[src/rtl/seq_mult.sv]
// seq_mult: sequential radix-2 shift-add multiplier with a start/busy/done
// handshake. Signed operands are turned into magnitudes on capture, the
// unsigned product is built one partial product per clock, and the sign is
// applied once at the end. Fixed latency of WIDTH+2 cycles from start.
module seq_mult #(
  parameter int WIDTH = 8
) (
  input  logic               clk,
  input  logic               rst_n,
  input  logic               start,
  input  logic               signed_mode,
  input  logic [WIDTH-1:0]   a,
  input  logic [WIDTH-1:0]   b,
  output logic               busy,
  output logic               done,
  output logic [2*WIDTH-1:0] p
);

  // Counter must reach WIDTH-1 as its last compared value.
  localparam int CW = $clog2(WIDTH + 1);

  typedef enum logic [1:0] {
    IDLE = 2'd0,
    CALC = 2'd1,
    FIN  = 2'd2
  } state_t;

  state_t             state_r;
  logic [WIDTH-1:0]   mcand_r;
  logic [WIDTH-1:0]   mplier_r;
  logic [2*WIDTH-1:0] acc_r;
  logic [CW-1:0]      cnt_r;
  logic               neg_r;
  logic               busy_r;
  logic               done_r;
  logic [2*WIDTH-1:0] p_r;

  logic [WIDTH:0]     addend_s;
  logic [WIDTH:0]     sum_s;
  logic [2*WIDTH-1:0] acc_next_s;

  // Two's-complement negation of an operand-width value.
  function automatic logic [WIDTH-1:0] twos_w(input logic [WIDTH-1:0] x);
    return (~x) + WIDTH'(1);
  endfunction

  // Two's-complement negation of a product-width value.
  function automatic logic [2*WIDTH-1:0] twos_p(input logic [2*WIDTH-1:0] x);
    return (~x) + (2*WIDTH)'(1);
  endfunction

  // Magnitude of an operand; the most negative value maps to 2^(WIDTH-1),
  // which still fits as an unsigned WIDTH-bit number.
  function automatic logic [WIDTH-1:0] mag(input logic [WIDTH-1:0] x,
                                           input logic             sm);
    if (sm && x[WIDTH-1]) begin
      return twos_w(x);
    end else begin
      return x;
    end
  endfunction

  // One shift-add step: conditionally add the multiplicand into the upper
  // half (keeping the carry), then shift {carry, acc} right by one.
  always_comb begin
    addend_s = {(WIDTH+1){1'b0}};
    if (mplier_r[0]) begin
      addend_s = {1'b0, mcand_r};
    end else begin
      addend_s = {(WIDTH+1){1'b0}};
    end
    sum_s      = {1'b0, acc_r[2*WIDTH-1:WIDTH]} + addend_s;
    acc_next_s = {sum_s, acc_r[WIDTH-1:1]};
  end

  // Control FSM and datapath registers; all outputs come straight from flops.
  always_ff @(posedge clk or negedge rst_n) begin
    if (!rst_n) begin
      state_r  <= IDLE;
      mcand_r  <= {WIDTH{1'b0}};
      mplier_r <= {WIDTH{1'b0}};
      acc_r    <= {(2*WIDTH){1'b0}};
      cnt_r    <= {CW{1'b0}};
      neg_r    <= 1'b0;
      busy_r   <= 1'b0;
      done_r   <= 1'b0;
      p_r      <= {(2*WIDTH){1'b0}};
    end else begin
      done_r <= 1'b0;
      case (state_r)
        IDLE: begin
          if (start) begin
            mcand_r  <= mag(a, signed_mode);
            mplier_r <= mag(b, signed_mode);
            neg_r    <= signed_mode & (a[WIDTH-1] ^ b[WIDTH-1]);
            acc_r    <= {(2*WIDTH){1'b0}};
            cnt_r    <= {CW{1'b0}};
            busy_r   <= 1'b1;
            state_r  <= CALC;
          end
        end
        CALC: begin
          acc_r    <= acc_next_s;
          mplier_r <= {1'b0, mplier_r[WIDTH-1:1]};
          cnt_r    <= cnt_r + CW'(1);
          if (cnt_r == CW'(WIDTH - 1)) begin
            state_r <= FIN;
          end
        end
        FIN: begin
          if (neg_r) begin
            p_r <= twos_p(acc_r);
          end else begin
            p_r <= acc_r;
          end
          done_r  <= 1'b1;
          busy_r  <= 1'b0;
          state_r <= IDLE;
        end
        default: begin
          busy_r  <= 1'b0;
          state_r <= IDLE;
        end
      endcase
    end
  end

  assign busy = busy_r;
  assign done = done_r;
  assign p    = p_r;

endmodule

[config.mk]
export PLATFORM = sky130hd
export DESIGN_NAME = seq_mult
export DESIGN_NICKNAME = d
export VERILOG_FILES = /design/src/rtl/seq_mult.sv
export SDC_FILE = /design/constraint.sdc
export NUM_CORES = 1
export LEC_CHECK = 0
export ABC_AREA = 1
export CAP_MARGIN = 20
export CORE_MARGIN = 1.5
export CORE_UTILIZATION = 60
export DETAILED_ROUTE_END_ITERATION = 8
export PLACE_DENSITY_LB_ADDON = 0.12
export SYNTH_ARGS = -nofsm -noshare
export SYNTH_HDL_FRONTEND = slang
export SYNTH_SLANG_ARGS = --single-unit
[constraint.sdc]
create_clock -name clk -period 3 [get_ports clk]
set_input_delay 0.6 -clock clk [delete_from_list [all_inputs] [get_ports clk]]
set_output_delay 0.6 -clock clk [all_outputs]
set_load 0.01 [all_outputs]
Word-level counts from Yosys, hierarchy flattened
Cells that the tools add are included.
{"block": "word_totals", "regBits": 57, "input_bits": 20, "out_inout_bits": 18, "wordCells": 49}
{"block": "classes", "addsub": 5, "n_eq_ne": 5, "muxes": 16, "bitwise": 6, "n_reduce_logical": 8}
{"operator": "two-way mux 16 bit", "count": 2}
{"operator": "two-way mux 8 bit", "count": 4}
{"operator": "one-hot mux 16 bit (2 select lines)", "count": 1}
{"operator": "adder 16 x 1 -> 16 bit, second input constant", "count": 1}
{"operator": "adder 8 x 1 -> 8 bit, second input constant", "count": 2}
{"operator": "NOT 16 bit", "count": 1}
{"operator": "NOT 8 bit", "count": 2}
{"operator": "one-hot mux 8 bit (2 select lines)", "count": 1}
{"operator": "adder 8 x 9 -> 9 bit", "count": 1}
{"operator": "one-hot mux 4 bit (2 select lines)", "count": 1}
{"operator": "AND reduction 2 bit", "count": 4}
{"operator": "adder 4 x 1 -> 4 bit, second input constant", "count": 1}
{"operator": "== test 4 x 3 -> 1 bit, second input constant", "count": 1}
{"operator": "two-way mux 2 bit", "count": 2}
{"operator": "two-way mux 4 bit", "count": 1}
{"operator": "!= test 2 bit, second input constant", "count": 2}
{"operator": "one-hot mux 2 bit (2 select lines)", "count": 1}
{"operator": "== test 2 x 1 -> 1 bit, second input constant", "count": 1}
{"operator": "== test 2 bit, second input constant", "count": 1}
{"operator": "logical AND 1 bit", "count": 2}
{"operator": "zero test 2 bit", "count": 1}
{"operator": "two-way mux 1 bit", "count": 2}
{"operator": "one-hot mux 1 bit (2 select lines)", "count": 1}
{"operator": "nonzero test 2 bit", "count": 1}
{"operator": "other kinds (3)", "count": 3}

Longest topological paths before layout
Gate-level depths: netlist of run 1.
{"block": "depth", "word_depth": 5, "mapped_depth": 13, "mapped_depth_nobuf": 12}

Worst setup path after synthesis of run 1
No wires, ideal clock.
{"block": "synth_path", "path_kind": "register -> register", "from": "register mplier_r[0]", "to": "register acc_r[15]", "setup_time_ps": 116, "t_arrival_ps": 1652, "path_slack_ps": 1232, "stages_incl_launch_ff": 14, "n_path_buf": 1, "period_less_slack_ps": 1768, "cell_sequence": "dfrtp_1 > clkbuf_1 > nand2_1 > inv_1 > ha_1 > fa_1 > nand3_1 > nand2_1 > nand2_1 > nand2_1 > nand3_1 > nand2_1 > nand2_1 > nand2_1"}
{"block": "synth_via", "elab_chain_len": 3}
{"element": "start, declared", "line": "30", "source": "logic [WIDTH-1:0] mplier_r;"}
{"element": "start signal, assigned", "line": "81", "source": "mplier_r <= {WIDTH{1'b0}};"}
{"element": "start signal, assigned", "line": "94", "source": "mplier_r <= mag(b, signed_mode);"}
{"element": "start signal, assigned", "line": "104", "source": "mplier_r <= {1'b0, mplier_r[WIDTH-1:1]};"}
{"element": "two-way mux 8 bit", "line": "67", "source": "if (mplier_r[0]) begin"}
{"element": "adder 8 x 9 -> 9 bit", "line": "72", "source": "sum_s = {1'b0, acc_r[2*WIDTH-1:WIDTH]} + addend_s;"}
{"element": "one-hot mux 16 bit (2 select lines)", "line": "90", "source": "case (state_r)"}
{"element": "end signal, assigned", "line": "82", "source": "acc_r <= {(2*WIDTH){1'b0}};"}
{"element": "end signal, assigned", "line": "96", "source": "acc_r <= {(2*WIDTH){1'b0}};"}
{"element": "end signal, assigned", "line": "103", "source": "acc_r <= acc_next_s;"}
{"element": "end, declared", "line": "31", "source": "logic [2*WIDTH-1:0] acc_r;"}
No other way between the ends.
A chain may end at the register's enable or synchronous reset.

Worst setup path in the final report of run 1
Ends and elaborated chain as after synthesis.

==> key figures, run 1 <==
Cells and area
  – Diode count: 0
  – Synth-to-Final Area Change: 18.4%
  – Layout cell share with drive strength beyond 1: between 7 and 8%
  – Nets@finish: 486
  – Fin util: between 70 and 80%

Timing
  – Final min period: approximately 1900 ps
  – Final Skew: 7.46 ps
  – Setup-failing EPs final: 0
  – Final TNS setup: 0 ps
  – Final Hold Fails: 0
  – RSZ-0062 raised after global routing: false
  – Relative slew margins: between 50 and 60%
  – Part of the cycle the worst path needs: around 62%
  – Fmax: between 500 and 600 MHz
  – Worst-margin pin slew: slightly below 700 ps
  – Fin. max-slew vios: 0

Placed design
  – Port Buf Inserts: 37
  – Post-DP HPWL: about 4.5 mm
  – Gpl congestion: between 0.8 and 0.9

Logic synthesis
  – Post-synthesis simple-gate area fraction: 27.2%
  – Mux contribution to synthesized area: 0%
  – Post-Synth Adder-Cell Area: 5.24%
  – Synthesized area per cell: about 8 µm²
  – Post-synth ARST share: between 90% and 100%
  – Largest family of logic cells by synthesized area: simple AND/OR/NAND/NOR gates
  – Xor-xnor portion of the synthesized cell area: 3.24%
  – YS warnings: 0
  – Post-Syn Nets: between 400 and 500
  – Primary FF master, synth: dfrtp_1
  – Complex-gate fraction of the synthesized area: between 10% and 20%
  – Synthesized instance count: about 410
  – Yosys reg bits: 57
  – Sequential area share after synthesis: a little over two fifths
  – Netlist cell types: 36
  – Post-synth EDFFs: 0
  – Netlist Area Pre-Place: 0.00325 mm²

Critical path
  – Crit path from: mplier_r[0]$_DFFE_PN0P_
  – Worst r2r src: mplier_r[0]$_DFFE_PN0P_
  – CP max-delay cell: dfrtp_1
  – Max stage delay on crit path: approximately 470 ps
  – Critical path required time: about 3200 ps
  – Critical Setup Path Class: reg -> reg
  – Worst r2r path cells: 12
  – Worst path arrival time: 2090 ps
  – Worst setup EP type: register
  – Most frequent CP cell: nand2_1
  – CP Cell Sequence: nand2_1 > inv_1 > ha_1 > fa_1 > nand3_1 > nand2_1 > nand2_1 > nand2_1 > nand3_1 > nand2_1 > nand2_1 > nand2_1
  – Startpoint types: register
  – Crit-path max FO: 9

Clock tree
  – CTS tree: done
  – CTS Sinks: 57
  – Root Buffer: clkbuf_8
  – CTS Buf Count: 9
  – Clk pin slew, worst setup/hold paths: around 60 ps
  – Post_cts resized: 0
  – Clock insertion delay at the later pin of the skew report: 340 ps
  – Clock tree buffer depth: 2
  – H-tree depth: 3
  – Hold buffer count at cts: 0
  – # Post-CTS Setup Buffers: 0

GRT
  – Vias in the first global route: ~2.6k
  – Total gr overflow: 0
  – Initial antenna violation count: 0
  – First-pass GRT wire length: 11.4 mm
  – Largest net degree at the start of global routing: 58
  – Tot GR Track Use: between 20% and 30%

Floorplanning
  – Die Span Y: roughly 77 µm
  – Die area: 0.00586 mm²
  – Die width: 76.6 µm
  – Rows: 26
  – Core ar.: just over 0.005 mm²
  – IO Pins: 38
  – Starting density of the core: between 60 and 70%

Drt
  – Final WL: roughly 6.5 mm
  – WL/cell: approximately 12 µm
  – DR DRC count: 0
  – DR vias/cell: around 5.4
  – Via count: 2829
  – Violation count after the first detailed-route iteration: roughly 170
  – Routed Antenna Nets: 0
  – 1st-pass router iterations: 5

Worst hold path
  – Hold crit path type: in -> async

Power
  – PwrDens: between 1000 and 1500 mW/mm²
  – Leakage power: 1.95 nW
  – Max VDD drop: between 400 and 500 µV

Job
  – Max_cap viols: 0

Status
  – Outcome: finished, final reports clean
-- synth_stat cells, types with 3 or more instances --
cell type,number,area (µm²)
a22oi_1,5,37.5
buf_4,3,22.5
ha_1,12,150
xor2_1,9,78.8
inv_1,44,165
nor2_1,25,93.8
dfrtp_1,57,1430
nand2_1,129,484
o21ai_1,9,45.0
o22ai_1,9,56.3
o21ai_0,27,135
clkbuf_1,4,15.0
nand3_1,35,175
buf_6,3,33.8
xnor2_1,3,26.3
a21oi_1,10,50.1
nand4_1,5,31.3
-- metal layers --
layer / wire length, µm / global-route usage (%) / vias up
met4: 156 / 12.2 / 0
met5: 0 / 0 / -
li1: - / - / 1434
met1: 2920 / 29.8 / 1270
met2: 3090 / 41.9 / 110
met3: 297 / 4.07 / 15
-- registers in the layout, summed over array words and instances (netlist names) --
| name | count |
|---|---|
| neg_r | 1 |
| busy | 1 |
| cnt_r | 4 |
| mcand_r | 8 |
| p | 16 |
| acc_r | 16 |
| mplier_r | 8 |
| state_r | 2 |
| done | 1 |
-- area by class of cell --
class                      count  area (µm²)
inverter                      47         179
sequential                    57        1430
clock buffer                  12         155
timing repair buffer          39         380
multi-input combinational    299        1570
clock inverter                 4        51.3
fill                         393        1330
tap                           70        87.6
-- report_power, final --
| group | switching (mW) | leakage, nW | internal (mW) |
|---|---|---|---|
| registers | 0.274 | 0.700 | 1.11 |
| clock network | 0.311 | 0.103 | 0.429 |
| logic | 1.03 | 1.15 | 0.772 |
-- cell usage in the layout, fill, tap and decap left out, types with 2 or more instances in the layout --
cell type	instances
clkdlybuf4s50_1	36
a21oi_1	10
o21ai_1	9
nor3_1	2
inv_2	2
nand4_1	5
o21ai_2	2
buf_4	2
nand3_1	35
o22ai_1	9
nor2_1	25
nor2_2	2
dfrtp_1	57
a22oi_1	5
nand2_1	129
clkbuf_8	11
nand2_2	2
xor2_1	9
xnor2_1	3
nor2_8	2
o21ai_0	27
inv_1	44
ha_1	12
-- stage by stage --
step / hold slack [ps] / std cells / total power, mW / instance area [µm²] / setup slack (ps)
after floorplan: 304 / 414 / 2.66 / 3250 / 1230
after global placement: 461 / 512 / 3.09 / 3640 / 1060
after detailed placement: 465 / 512 / 3.15 / 3640 / 1060
after CTS: 411 / 528 / 3.91 / 3850 / 1130
after global routing: 466 / 528 / 4.25 / 3850 / 917
final: 388 / 528 / 3.92 / 3850 / 1140
-- path summary, 6_finish.rpt --
| kind | to | slack (ps) |
|---|---|---|
| hold reg to reg | p[12]$_DFFE_PN0P_ | 480 |
| setup reg to reg | acc_r[15]$_DFFE_PN0P_ | 1140 |
| setup / recovery | acc_r[15]$_DFFE_PN0P_ | 1140 |
| hold / removal | p[2]$_DFFE_PN0P_ | 390 |
| max in group asynchronous | mcand_r[7]$_DFFE_PN0P_ | 2160 |
| min in group clk | p[12]$_DFFE_PN0P_ | 480 |
-- cell families (layout without fill, tap and decap cells) --
group                      after synthesis  count (layout)
AOI/OAI and AO/OA                       69              69
DFF                                     57              57
buffers and inverters                   58             102
adders and majority gates               13              13
xor gates and xnor gates                12              12
and+or+nand+nor                        205             205
-- worst max-delay path: cells and delay by family, from the launching register on --
| family | cells | cell delay (ps) |
|---|---|---|
| flops | 1 | 470 |
| fa+ha+maj | 2 | 600 |
| simple gates | 9 | 640 |
| buf+inv | 1 | 40 |
Note: power is estimated with default switching activity, not from simulation.
==> run 2, diff against run 1 <==
--- a/config.mk
+++ b/config.mk
@@ -8,7 +8,7 @@
 export ABC_AREA = 1
 export CAP_MARGIN = 20
 export CORE_MARGIN = 1.5
-export CORE_UTILIZATION = 60
+export CORE_UTILIZATION = 56
 export DETAILED_ROUTE_END_ITERATION = 8
 export PLACE_DENSITY_LB_ADDON = 0.12
 export SYNTH_ARGS = -nofsm -noshare
==> constraint.sdc (replaced) <==
create_clock -name clk -period 1.9 [get_ports clk]
set_input_delay 0.38 -clock clk [delete_from_list [all_inputs] [get_ports clk]]
set_output_delay 0.38 -clock clk [all_outputs]
set_load 0.01 [all_outputs]
==> run 2 against run 1 <==
Sequential share of layout area shrank 0.42 points; non-clock buffer count grew 3; clock-buffer cell count is the same; combinational power grew 60%; cell area grew 1.1%; routed wire length shrank 2.2%; worst hold slack lost 380 ps; power grew 60%; clock skew shrank 0.90 ps; largest power group unchanged; highest routed layer unchanged.
==> key figures, run 2 (same netlist as run 1, synthesis figures left out) <==
Drt
  – 1st-pass router iterations: 4
  – DR vias/cell: approximately 5.2
  – Routed Antenna Nets: 0
  – Via count: between 2k and 3k
  – Final WL: roughly 6.3 mm
  – WL/cell: ~12 µm
  – DR DRC count: 0
  – Violation count after the first detailed-route iteration: 140

Cells and area
  – Commonest non-fill, non-tap cell in the layout: nand2_1
  – Most frequent cells in the layout: nand2_1, dfrtp_1, inv_1
  – Diode count: 0
  – Synth-to-Final Area Change: 19.8%
  – Layout cell share with drive strength beyond 1: 7.83%
  – Nets@finish: between 400 and 500

Power
  – PwrDens: ~1600 mW/mm²
  – Pwr Total: ~6.3 mW
  – Max VDD drop: around 650 µV
  – Leakage power: ~2.0 nW

Clock tree
  – Clk pin slew, worst setup/hold paths: 70 ps
  – CTS Sinks: 57
  – Clock insertion delay at the later pin of the skew report: around 340 ps
  – Hold buffer count at cts: 0
  – H-tree depth: 3
  – Root Buffer: clkbuf_8
  – CTS Buf Count: 9
  – CTS tree: done
  – Clock tree buffer depth: 2

GRT
  – Vias in the first global route: between 2k and 3k
  – Tot GR Track Use: 22.5%
  – Total gr overflow: 0
  – Initial antenna violation count: 0
  – Largest net degree at the start of global routing: 38
  – First-pass GRT wire length: ~11 mm

Timing
  – Fmax: between 500 and 600 MHz
  – Worst-margin pin slew: ~540 ps
  – Final Hold Fails: 0
  – Part of the cycle the worst path needs: 89.9%
  – RSZ-0062 raised after global routing: false
  – Setup-failing EPs final: 0
  – Relative slew margins: a little under two thirds
  – Final TNS setup: 0 ps
  – Final Skew: between 6 and 7 ps
  – Fin Hold WS: 5.22 ps
  – Final min period: roughly 1700 ps
  – Fin. max-slew vios: 0

Placed design
  – Gpl congestion: approximately 0.82
  – Port Buf Inserts: 37
  – Post-DP HPWL: roughly 4.6 mm

Critical path
  – Worst path arrival time: ~1900 ps
  – Crit path from: mplier_r[0]$_DFFE_PN0P_
  – Critical Setup Path Class: reg -> reg
  – Crit-path max FO: 8
  – Startpoint types: register
  – Critical path required time: 2130 ps
  – Worst r2r src: mplier_r[0]$_DFFE_PN0P_
  – Worst setup EP type: register

Floorplanning
  – Rows: 27
  – Die width: 79.2 µm
  – Core ar.: roughly 0.0055 mm²
  – IO Pins: 38
  – Starting density of the core: between 50% and 60%
  – Die Span Y: roughly 79 µm
  – Die area: 0.00627 mm²

Worst hold path
  – Hold crit path type: in -> async

Job
  – Max_cap viols: 0

Status
  – Outcome: finished, final reports clean
==> run 2: path summary, 6_finish.rpt <==
kind                                    endpoint  slack, ps  depth (start not counted)
max                        acc_r[14]$_DFFE_PN0P_        190                         12
min in group clk               p[10]$_DFFE_PN0P_        480                          2
max reg2reg                acc_r[14]$_DFFE_PN0P_        190                         12
min reg2reg                    p[10]$_DFFE_PN0P_        480                          2
max in group asynchronous   cnt_r[0]$_DFFE_PN0P_       1340                          2
min                             p[0]$_DFFE_PN0P_          5                          1
==> run 2: what timing repair did <==
| action | 4_1_cts | 5_1_grt |
|---|---|---|
| gates resized for setup | 0 | 1 |
| buffers inserted | 0 | 0 |
| endpoints found under the setup margin | 0 | 1 |
==> run 2: area by class of cell <==
class                      count  area, µm²
sequential                    57       1430
timing repair buffer          42        415
fill                         472       1650
multi-input combinational    299       1570
clock inverter                 3       65.1
tap                           72       90.1
inverter                      47        179
clock buffer                  12        145
==> run 2: worst max-delay path, stage by stage (launching register included) <==
cell and delay [ps]:
dfrtp_1 380, buf_4 160, nand2_1 60, inv_1 50
ha_1 360, nand2_1 70, nand2_1 50, inv_1 60
o21a_1 180, nand2_1 60, nand2_1 40, nand3_1 60
nand2_1 50
==> run 2: metal layers <==
layer | share of wire, % | GRT usage, % | up-vias
met4 | 1.8 | 9.65 | 0
met3 | 3.7 | 5.40 | 11
met2 | 47 | 38.3 | 58
met1 | 47 | 27.2 | 1282
met5 | 0 | 0 | -
li1 | - | - | 1440
==> run 2: report_power, final <==
part / switching (mW) / internal [mW]
Combinational: 1.61 / 1.26
Sequential: 0.411 / 1.75
Clock: 0.466 / 0.766
==> run 2: through the flow <==
step,area (µm²),util (%),setup slack [ps],instances
6_report,3890,70.2,192,532
4_1_cts,3890,70.2,141,532
3_5_place_dp,3680,66.4,148,517
5_1_grt,3890,70.2,29.3,532
2_1_floorplan,3250,-,132,414
3_3_place_gp,3680,66.4,223,517
